--- src/rtl/led_step_ctrl.sv ---
// Button debounce plus run/speed/direction control and step-pulse generation for the LED shifter.
// Build option DIR_KEY_EN: when defined, key_n[2] is debounced and each press toggles dir.
module led_step_ctrl #(
  parameter int DEBOUNCE_CYC = 1_000_000,
  parameter int PERIOD0      = 50_000_000,
  parameter int PERIOD1      = 25_000_000,
  parameter int PERIOD2      = 12_500_000,
  parameter int PERIOD3      = 6_250_000,
  parameter int CNT_W        = 26
) (
  input  logic       clk,
  input  logic       rst_n,
  input  logic [2:0] key_n,
  output logic       step_tick,
  output logic       run,
  output logic [1:0] speed_sel,
  output logic       dir,
  output logic [2:0] key_press
);

`ifdef DIR_KEY_EN
  localparam int NK = 3;
`else
  localparam int NK = 2;
`endif

  localparam int DB_W = (DEBOUNCE_CYC > 1) ? $clog2(DEBOUNCE_CYC) : 1;
  localparam logic [DB_W-1:0] DB_LAST = DB_W'(DEBOUNCE_CYC - 1);

  logic [NK-1:0]   sync1_r;
  logic [NK-1:0]   sync2_r;
  logic [NK-1:0]   deb_r;
  logic [NK-1:0]   deb_d_r;
  logic [NK-1:0]   press_r;
  logic [DB_W-1:0] db_cnt_r [NK];

  logic [CNT_W-1:0] cnt_r;
  logic [CNT_W-1:0] cnt_nxt_s;
  logic [CNT_W-1:0] period_last_s;
  logic             tick_r;
  logic             tick_nxt_s;
  logic             run_r;
  logic             run_nxt_s;
  logic [1:0]       speed_r;
  logic [1:0]       speed_nxt_s;

  // Key path: 2-flop synchroniser, per-key debounce counter, falling-edge press detect.
  always_ff @(posedge clk or negedge rst_n) begin
    if (!rst_n) begin
      sync1_r <= {NK{1'b1}};
      sync2_r <= {NK{1'b1}};
      deb_r   <= {NK{1'b1}};
      deb_d_r <= {NK{1'b1}};
      press_r <= {NK{1'b0}};
      for (int k = 0; k < NK; k++) begin
        db_cnt_r[k] <= {DB_W{1'b0}};
      end
    end else begin
      sync1_r <= key_n[NK-1:0];
      sync2_r <= sync1_r;
      deb_d_r <= deb_r;
      press_r <= deb_d_r & ~deb_r;
      for (int k = 0; k < NK; k++) begin
        if (sync2_r[k] == deb_r[k]) begin
          db_cnt_r[k] <= {DB_W{1'b0}};
        end else if (db_cnt_r[k] == DB_LAST) begin
          deb_r[k]    <= sync2_r[k];
          db_cnt_r[k] <= {DB_W{1'b0}};
        end else begin
          db_cnt_r[k] <= db_cnt_r[k] + DB_W'(1);
        end
      end
    end
  end

  // Terminal-count select and control next state; a speed press or a pause beats terminal count.
  always_comb begin
    period_last_s = CNT_W'(PERIOD0 - 1);
    case (speed_r)
      2'd0:    period_last_s = CNT_W'(PERIOD0 - 1);
      2'd1:    period_last_s = CNT_W'(PERIOD1 - 1);
      2'd2:    period_last_s = CNT_W'(PERIOD2 - 1);
      2'd3:    period_last_s = CNT_W'(PERIOD3 - 1);
      default: period_last_s = CNT_W'(PERIOD0 - 1);
    endcase
    run_nxt_s   = run_r ^ press_r[0];
    speed_nxt_s = speed_r + {1'b0, press_r[1]};
    cnt_nxt_s   = cnt_r;
    tick_nxt_s  = 1'b0;
    if (press_r[1]) begin
      cnt_nxt_s = {CNT_W{1'b0}};
    end else if (run_r && !press_r[0]) begin
      if (cnt_r == period_last_s) begin
        cnt_nxt_s  = {CNT_W{1'b0}};
        tick_nxt_s = 1'b1;
      end else begin
        cnt_nxt_s = cnt_r + CNT_W'(1);
      end
    end else begin
      cnt_nxt_s = cnt_r;
    end
  end

  // Control and period-counter registers.
  always_ff @(posedge clk or negedge rst_n) begin
    if (!rst_n) begin
      cnt_r   <= {CNT_W{1'b0}};
      tick_r  <= 1'b0;
      run_r   <= 1'b1;
      speed_r <= 2'd0;
    end else begin
      cnt_r   <= cnt_nxt_s;
      tick_r  <= tick_nxt_s;
      run_r   <= run_nxt_s;
      speed_r <= speed_nxt_s;
    end
  end

`ifdef DIR_KEY_EN
  logic dir_r;

  // Direction flips on each accepted key[2] press.
  always_ff @(posedge clk or negedge rst_n) begin
    if (!rst_n) begin
      dir_r <= 1'b0;
    end else begin
      dir_r <= dir_r ^ press_r[2];
    end
  end

  assign dir       = dir_r;
  assign key_press = press_r;
`else
  logic unused_key2;
  assign unused_key2 = key_n[2];
  assign dir         = 1'b0;
  assign key_press   = {1'b0, press_r};
`endif

  assign step_tick = tick_r;
  assign run       = run_r;
  assign speed_sel = speed_r;

endmodule

--- config.mk ---
export PLATFORM = sky130hd
export DESIGN_NAME = led_step_ctrl
export DESIGN_NICKNAME = d
export VERILOG_FILES = /design/src/rtl/led_step_ctrl.sv
export SDC_FILE = /design/constraint.sdc
export NUM_CORES = 1
export LEC_CHECK = 0
export CORE_MARGIN = 1
export CORE_UTILIZATION = 61
export DETAILED_ROUTE_END_ITERATION = 6
export GPL_TIMING_DRIVEN = 0
export PLACE_DENSITY = 0.85
export SYNTH_ARGS = -nofsm -noshare
export SYNTH_HDL_FRONTEND = slang
export SYNTH_SLANG_ARGS = --single-unit
--- constraint.sdc ---
create_clock -name clk -period 2.6 [get_ports clk]
set_input_delay 0.39 -clock clk [delete_from_list [all_inputs] [get_ports clk]]
set_output_delay 0.39 -clock clk [all_outputs]
set_load 0.02 [all_outputs]
Word level (Yosys, flattened, before mapping)
Cells that the tools add are included.
- register bits after elaboration: 80
- bits in latches: 0
- RAM bits: 0
- bits in read-only memories: 0
- output and inout bits: 8
- word-level logic and storage cells: 46
- memories: 0
- $add $sub $neg: 4
- multiply operators: 0
- divide/modulo/power cells: 0
- magnitude comparators: 0
- eq/ne operators: 8
- shift-type cells: 0
- mux-type cells: 11
- bitwise operators: 5
- reduce and logical (&&, ||, !) cells: 6
- operators by type and width (operator ; number):
    $pmux 26 s4 ; 1
    $mux 20 ; 4
    $mux 26 ; 3
    $add 20x1->20 const B ; 2
    $eq 20x20->1 const B ; 2
    $add 26x1->26 const B ; 1
    $eq 26x26->1 ; 1
    $eq 2x2->1 const B ; 2
    $reduce_and 2->1 ; 2
    $mux 1 ; 3
    $add 2x1->2 ; 1
    $and 2x2->2 ; 1
    $eq 1x1->1 ; 2
    $eq 2x1->1 const B ; 1
    $logic_not 2->1 ; 1
    $not 1->1 ; 2
    $not 2->2 ; 1
    $reduce_bool 2->1 ; 1
    $logic_and 1x1->1 ; 1
    $logic_not 1->1 ; 1
    $xor 1x1->1 ; 1

Logic depth before layout (Yosys ltp)
Gate-level depths: netlist (run 1).
- word-level depth: 6
- gate-level depth with buffers: 8
- depth with buffers taken out: 7

Worst setup path before layout (run 1)
No wires, ideal clock.
- path type: reg-to-reg
- start: register speed_r[1] (netlist: speed_sel[1])
- end: register cnt_r[10]
- library setup time: 0.142 ns
- data arrival time: 2.004 ns
- slack: 0.454 ns
- cell stages (with the launch flop): 8
- cell sequence: dfrtp_1 > buf_6 > or2_0 > a211oi_2 > o2111ai_1 > a2111oi_4 > buf_6 > a211oi_1
- cells in the longest elaborated chain, start to end: 6
- ends and longest elaborated chain (item ; RTL line ; text):
    start: declaration ; 44 ; logic [1:0] speed_r;
    start signal: assignment ; 115 ; speed_r <= speed_nxt_s;
    $eq 2x2->1, or another cell as far along ; 79 ; case (speed_r)
    $pmux 26 s4 * ; 79 ;
    $eq 26x26->1 * ; 93 ; if (cnt_r == period_last_s) begin
    $mux 26 * ; 93 ;
    $mux 26 * ; 92 ; end else if (run_r && !press_r[0]) begin
    $mux 26 * ; 90 ; if (press_r[1]) begin
    end signal: assignment ; 107 ; cnt_r <= {CNT_W{1'b0}};
    end signal: assignment ; 112 ; cnt_r <= cnt_nxt_s;
    end: declaration ; 37 ; logic [CNT_W-1:0] cnt_r;
Every way passes the cells marked *; elsewhere a longest branch is shown, timed or not. The select of a mux whose other input is x is not followed.
A chain may end at the register's enable or synchronous reset.

Worst setup path after layout (run 1)
- start: register speed_r[0] (netlist: speed_sel[0])
- end: register cnt_r[11]
The elaborated chain is that of the path after synthesis.

==> reports/qor.yml, run 1 <==
run_status:
  status: "finished clean"
sta:
  hold_ws_ns: 0.359
  slew_violations: 0
  setup_viol: 0
  skew_ns: 0.0137
  worstMarginPinSlew_ns: 0.674
  fmax_mhz: 421
  grt_setup_unrepaired: "false"
  slew_headroom_pct: 54.7
  finalWorstSetupSlack_ns: 0.223
  fin_crit_sh_pct: 91.4
  hold_viol_final: 0
  finalCriticalPeriod_ns: 2.38
clocking:
  cts_sinks: 80
  clk_latency_ns: 0.35
  clk_pin_slew_ns: 0.08
  cts_buffers: 9
  cts-root-buf: "clkbuf_8"
  cts_tree: "built"
  clk_path_buf_depth: 2
  htreeDepth: 3
grt:
  met3_usage_pct: 5.16
  antenna_found_initial: 0
  grt_util_all_layers_pct: 26.1
  overflow: 0
  grt_max_degree: 68
  met1_usage_pct: 34.2
  grt_busiest_layer: "met2"
  grt_use_met2_pct: 42.8
  grt_pass1_wl_um: 14800
  grt_pass1_vias: 3143
critical_path:
  cp-end-kind: "register"
  worstPathArrival_ns: 2.58
  critPathRequiredTime_ns: 2.80
  worstPathMaxFanout: 10
  start_kind: "register"
  critPathKind: "register to register"
worst_hold_path:
  worst_hold_path_type: "register to register"
die:
  num_rows: 29
  pin_count: 13
  start_util_pct: 64.8
  die_x_um: 85.3
  die_h_um: 85.3
  core-area_mm2: 0.00653
  die_area_mm2: 0.00727
routing:
  drc_errors: 0
  wl_per_cell_um: 16.3
  firstDrtPassIters: 4
  drt_iter0_drc: 246
  postRouteWirelength_um: 8650
  ant_nets: 0
  vias: 3298
  via_per_inst: 6.21
synthesis:
  synth_top_flop_cell: "dfrtp_1"
  netlist_area_mm2: 0.00423
  synth.avg_cell_area_um2: 9.93
  synth_edf_count: 0
  ys_seq_elements: 80
  ys_types: 59
  async_flop_share_pct: 100
  yosys_warnings: 0
  synth-seq-area-share_pct: 47.6
  syn_inst: 426
job:
  cap_violations: 0
pwr:
  clock_power_share_pct: 41.4
  p_switching_w: 0.000504
  combPwrFrac_pct: 2.9
  vdd_drop_max_uv: 364
  p_seq_share_pct: 55.7
  power.internal_w: 0.00177
  swShare_pct: 22.2
  p_leak_nw: 1.93
  powerDensity_mw_per_mm2: 488
placed_design:
  placed_cells: 514
  gp_congestion: 0.894
  io_buffers: 9
  pre_cts_slack_ns: 0.250
  dp.final_hpwl_um: 5950
cells_and_area:
  num-nets-final: 459
  layout_commonest_cell: "dfrtp_1"
  stdcell_count: 531
  area_growth_pct: 10.2
  layout_common_cells: "dfrtp_1, nor2_1, xor2_1, nand2_1, nand3_1"
  drive_gt1_share_pct: 10.6
  n_antenna_cell: 0
critical path: stages, from the launching register on:
cell	delay [ns]
dfrtp_1	0.41
buf_2	0.24
a21oi_1	0.10
o32ai_1	0.29
o2111ai_1	0.23
a2111oi_4	0.64
buf_6	0.22
a211oi_1	0.09
power by group through the flow:
stage,Combinational (W),Sequential (W),Clock (W)
2_1_floorplan,0.0000280,0.00129,0
3_3_place_gp,0.0000615,0.00129,0
3_5_place_dp,0.0000674,0.00129,0
4_1_cts,0.0000686,0.00127,0.000952
5_1_grt,0.0000783,0.00127,0.00100
6_report,0.0000665,0.00127,0.000942
cell usage after synthesis (8+ instances only):
cell type | number | area (µm²)
a211oi_1 | 12 | 90.1
inv_1 | 11 | 41.3
dfrtp_1 | 71 | 1780
nor3_1 | 11 | 55.1
xnor2_1 | 18 | 158
nand2_1 | 26 | 97.6
clkbuf_1 | 8 | 30.0
and3_1 | 13 | 81.3
nand4_1 | 14 | 87.6
nor2_1 | 51 | 191
nand3_1 | 21 | 105
dfstp_2 | 9 | 236
xor2_1 | 34 | 298
and4_1 | 11 | 96.3
repair_timing:
item	4_1_cts	5_1_grt
resized for setup	0	0
setup buffers	0	0
hold buffers	1	0
endpoints found under the hold margin	13	0
layout make-up:
type                    count  area, µm²
flip-flops and latches     80       2010
clock inverters             5       55.1
well taps                  77       96.3
multi-input cells         316       2070
fillers                   489       1870
repair buffers             11        125
plain buffers              20        113
clock buffers              11        151
inverters                  11       41.3
path summary, 6_finish.rpt:
kind,cells after the start,start,slack [ns],to
setup reg to reg,7,speed_sel[0]$_DFF_PN0_,0.22,cnt_r[11]$_DFFE_PN0P_
hold reg to reg,0,sync1_r[0]$_DFF_PN1_,0.36,sync2_r[0]$_DFF_PN1_
setup / recovery,7,speed_sel[0]$_DFF_PN0_,0.22,cnt_r[11]$_DFFE_PN0P_
max in group asynchronous,3,rst_n,1.55,deb_d_r[0]$_DFF_PN1_
min in group asynchronous,2,rst_n,0.43,cnt_r[7]$_DFFE_PN0P_
hold / removal,0,sync1_r[0]$_DFF_PN1_,0.36,sync2_r[0]$_DFF_PN1_
layer usage:
layer  part of all wire, %  wire length (µm)  vias up
li1                      -                 -     1557
met1                    45              3910     1635
met2                    49              4200       95
met3                   4.3               376       11
met4                   1.9               161        0
met5                     0                 0        -
state kept, by name, indices dropped and copies added (netlist names):
signal / flops
press_r: 2
sync1_r: 2
run: 1
cnt_r: 26
deb_d_r: 2
db_cnt_r: 40
sync2_r: 2
speed_sel: 2
step_tick: 1
deb_r: 2
per-stage QoR:
stage	TNS [ns]	utilization, %	total power [W]	area, µm²
after floorplan	0	-	0.00132	4230
after global placement	-117.18	67.7	0.00135	4420
after detailed placement	0	68.0	0.00136	4440
after CTS	0	71.4	0.00229	4660
after global routing	0	71.4	0.00235	4660
final	0	71.4	0.00228	4660
logic make-up (layout without fill, tap and decap cells):
group           count (synthesis)  after routing  share of synthesized area, %
simple gates                  198            198                          25.7
flops                          80             80                          47.6
compound gates                 54             54                          9.44
xor+xnor                       52             52                          10.8
buf+inv                        31             58                          3.64
fa+ha+maj                       5              5                          1.48
mux                             5              5                          1.27
other cells                     1              2                        0.0887
(Power assumes the default switching activity.)
==> run 2, diff against run 1 <==
--- a/config.mk
+++ b/config.mk
@@ -5,11 +5,11 @@
 export SDC_FILE = /design/constraint.sdc
 export NUM_CORES = 1
 export LEC_CHECK = 0
-export CORE_MARGIN = 1
 export CORE_UTILIZATION = 61
 export DETAILED_ROUTE_END_ITERATION = 6
 export GPL_TIMING_DRIVEN = 0
 export PLACE_DENSITY = 0.85
+export SKIP_LAST_GASP = 1
 export SYNTH_ARGS = -nofsm -noshare
 export SYNTH_HDL_FRONTEND = slang
 export SYNTH_SLANG_ARGS = --single-unit
==> results of run 2 <==
The final DEF is identical to that of run 1; final timing and power are the same.
==> run 3, diff against run 2 <==
--- a/config.mk
+++ b/config.mk
@@ -5,10 +5,10 @@
 export SDC_FILE = /design/constraint.sdc
 export NUM_CORES = 1
 export LEC_CHECK = 0
-export CORE_UTILIZATION = 61
+export CORE_UTILIZATION = 55
 export DETAILED_ROUTE_END_ITERATION = 6
 export GPL_TIMING_DRIVEN = 0
-export PLACE_DENSITY = 0.85
+export PLACE_DENSITY = 0.81
 export SKIP_LAST_GASP = 1
 export SYNTH_ARGS = -nofsm -noshare
 export SYNTH_HDL_FRONTEND = slang
==> constraint.sdc (replaced) <==
create_clock -name clk -period 1.92 [get_ports clk]
set_input_delay 0.288 -clock clk [delete_from_list [all_inputs] [get_ports clk]]
set_output_delay 0.288 -clock clk [all_outputs]
set_load 0.02 [all_outputs]
==> reports/qor.yml, run 3 (synthesis results as in run 1) <==
cells_and_area:
  area_growth_pct: 21.3  # was 10.2%
  multiInputGateArea_mm2: 0.00228  # was 0.00207 mm²
  stdcell_count: 575  # was 531
  layout_common_cells: "dfrtp_1, nor2_1, xor2_1, nand2_1, nand3_1"  # unchanged
  n_antenna_cell: 0  # unchanged
  top_regs: "db_cnt_r x40, cnt_r x26"  # unchanged
  fin_area_mm2: 0.00513  # was 0.00466 mm²
  largest_register_ffs: 40  # unchanged
  layout_commonest_cell: "dfrtp_1"  # unchanged
  num-nets-final: 481  # was 459
  regMostFlops: "db_cnt_r"  # unchanged
  nFillCells: 507  # was 489
  utilization_pct: 70.0  # was 71.4%
  seqCellArea_mm2: 0.00202  # was 0.00201 mm²
  drive_gt1_share_pct: 22.7  # was 10.6%
critical_path:
  r2r_slack_ns: -0.30  # was 0.22 ns
  critPathRequiredTime_ns: 2.14  # was 2.80 ns
  worstPathArrival_ns: 2.44  # was 2.58 ns
  reg2reg_depth: 8  # was 7
  worstPathMaxFanout: 6  # was 10
  cp-end-kind: "register"  # unchanged
  cp-startpoint: "speed_sel[0]$_DFF_PN0_"  # unchanged
  reg2reg_to: "cnt_r[25]$_DFFE_PN0P_"  # was cnt_r[11]$_DFFE_PN0P_
  start_kind: "register"  # unchanged
  regToRegStartpoint: "speed_sel[0]$_DFF_PN0_"  # unchanged
  critPathKind: "register to register"  # unchanged
  endpoint: "cnt_r[25]$_DFFE_PN0P_"  # was cnt_r[11]$_DFFE_PN0P_
sta:
  slew_headroom_pct: 53.6  # was 54.7%
  worstMarginPinSlew_ns: 0.691  # was 0.674 ns
  slew_violations: 0  # unchanged
  finalCriticalPeriod_ns: 2.22  # was 2.38 ns
  hold_viol_final: 0  # unchanged
  finalWorstSetupSlack_ns: -0.297  # was 0.223 ns
  grt_setup_unrepaired: "true"  # was false
  fmax_mhz: 451  # was 421 MHz
  setup_viol: 25  # was 0
  setup_tns_ns: -6.69  # was 0 ns
  fin_crit_sh_pct: 115  # was 91.4%
  hold_ws_ns: 0.339  # was 0.359 ns
  skew_ns: 0.0114  # was 0.0137 ns
placed_design:
  dp.final_hpwl_um: 5930  # was 5950 µm
  io_buffers: 9  # unchanged
  placed_cells: 536  # was 514
  dpl-instance-area_mm2: 0.00449  # was 0.00444 mm²
  gp_congestion: 0.914  # was 0.894
clocking:
  cts-root-buf: "clkbuf_8"  # unchanged
  clk_path_buf_depth: 2  # unchanged
  clk_pin_slew_ns: 0.09  # was 0.08 ns
  clk_latency_ns: 0.36  # was 0.35 ns
  htreeDepth: 3  # unchanged
  cts_tree: "built"  # unchanged
  cts_buffers: 9  # unchanged
  cts_sinks: 80  # unchanged
grt:
  met1_usage_pct: 32.1  # was 34.2%
  antenna_found_initial: 0  # unchanged
  grt_busiest_layer: "met2"  # unchanged
  met3_usage_pct: 5.85  # was 5.16%
  grt_max_degree: 62  # was 68
  grt_pass1_wl_um: 15200  # was 14800 µm
  overflow: 0  # unchanged
  grt_util_all_layers_pct: 25.3  # was 26.1%
  grt_use_met2_pct: 41.0  # was 42.8%
  grt_pass1_vias: 3319  # was 3143
die:
  num_rows: 31  # was 29
  core-area_mm2: 0.00733  # was 0.00653 mm²
  pin_count: 13  # unchanged
  die_area_mm2: 0.00804  # was 0.00727 mm²
  die_x_um: 89.7  # was 85.3 µm
  start_util_pct: 57.7  # was 64.8%
  die_h_um: 89.7  # was 85.3 µm
routing:
  ant_nets: 0  # unchanged
  drt_iter0_drc: 204  # was 246
  vias: 3465  # was 3298
  via_per_inst: 6.03  # was 6.21
  firstDrtPassIters: 5  # was 4
  wl_per_cell_um: 16.9  # was 16.3 µm
  drc_errors: 0  # unchanged
  postRouteWirelength_um: 9740  # was 8650 µm
run_status:
  status: "complete, but fails checks"  # was finished clean
  violations: "setup timing"
worst_hold_path:
  worst_hold_path_type: "primary input to async pin"  # was register to register
pwr:
  powerDensity_mw_per_mm2: 578  # was 488 mW/mm²
  p_leak_nw: 2.14  # was 1.93 nW
  vdd_drop_max_uv: 487  # was 364 µV
job:
  cap_violations: 0  # unchanged
-- run 3: cell type report --
cell class	count	share of cell area, %
clock inverters	5	0.659
well taps	99	2.41
multi-input cells	316	44.5
flip-flops and latches	80	39.3
repair buffers	36	7.15
plain buffers	17	2.41
inverters	11	0.805
clock buffers	11	2.76
-- run 3: metal layers --
metal	vias up	wire length (µm)	share of wire, %
met1	1725	4090	42
met3	26	458	4.7
li1	1610	-	-
met5	-	0	0
met2	104	4950	51
met4	0	238	2.4
-- run 3: stage by stage --
| step | worst slack (ns) | power (W) |
|---|---|---|
| 2_1_floorplan | -0.158 | 0.00178 |
| 3_3_place_gp | -2.46 | 0.00183 |
| 3_5_place_dp | -0.388 | 0.00184 |
| 4_1_cts | -0.228 | 0.00298 |
| 5_1_grt | -0.353 | 0.00308 |
| 6_report | -0.297 | 0.00296 |
-- run 3: worst min path at each step --
stage                                    start                     end  slack (ns)  cells after the start
final                                    rst_n  speed_sel[0]$_DFF_PN0_        0.34                      2
after global placement    sync1_r[0]$_DFF_PN1_    sync2_r[0]$_DFF_PN1_        0.35                      0
after floorplan                          rst_n    cnt_r[0]$_DFFE_PN0P_      -0.008                      0
after detailed placement                 rst_n   cnt_r[14]$_DFFE_PN0P_        0.19                      1
after CTS                             key_n[1]    sync1_r[1]$_DFF_PN1_        0.32                      1
after global routing                  key_n[1]    sync1_r[1]$_DFF_PN1_        0.33                      1
-- run 3: what timing repair did --
action                                  in CTS  in global routing
pin swaps                                   13                 17
buffers inserted                            15                  6
endpoints found under the setup margin      66                 57
endpoints found under the hold margin       19                  0
hold buffers                                 1                  0
gates resized for setup                     34                 31
cloned                                       2                  3
-- run 3: power breakdown --
part / switching, W / internal (W) / leakage [nW]
clock: 0.000635 / 0.000503 / 0.0853
combinational: 0.0000654 / 0.0000437 / 0.982
sequential: 0.0000147 / 0.00170 / 1.08
total: 0.000715 / 0.00225 / 2.14
-- run 3: worst max-delay path, stage by stage, from the launching register on --
cell,delay (ns)
dfrtp_2,0.45
buf_6,0.14
or4b_4,0.49
a21boi_4,0.19
a31oi_4,0.06
a2111oi_4,0.34
buf_6,0.20
buf_6,0.14
a211oi_1,0.07
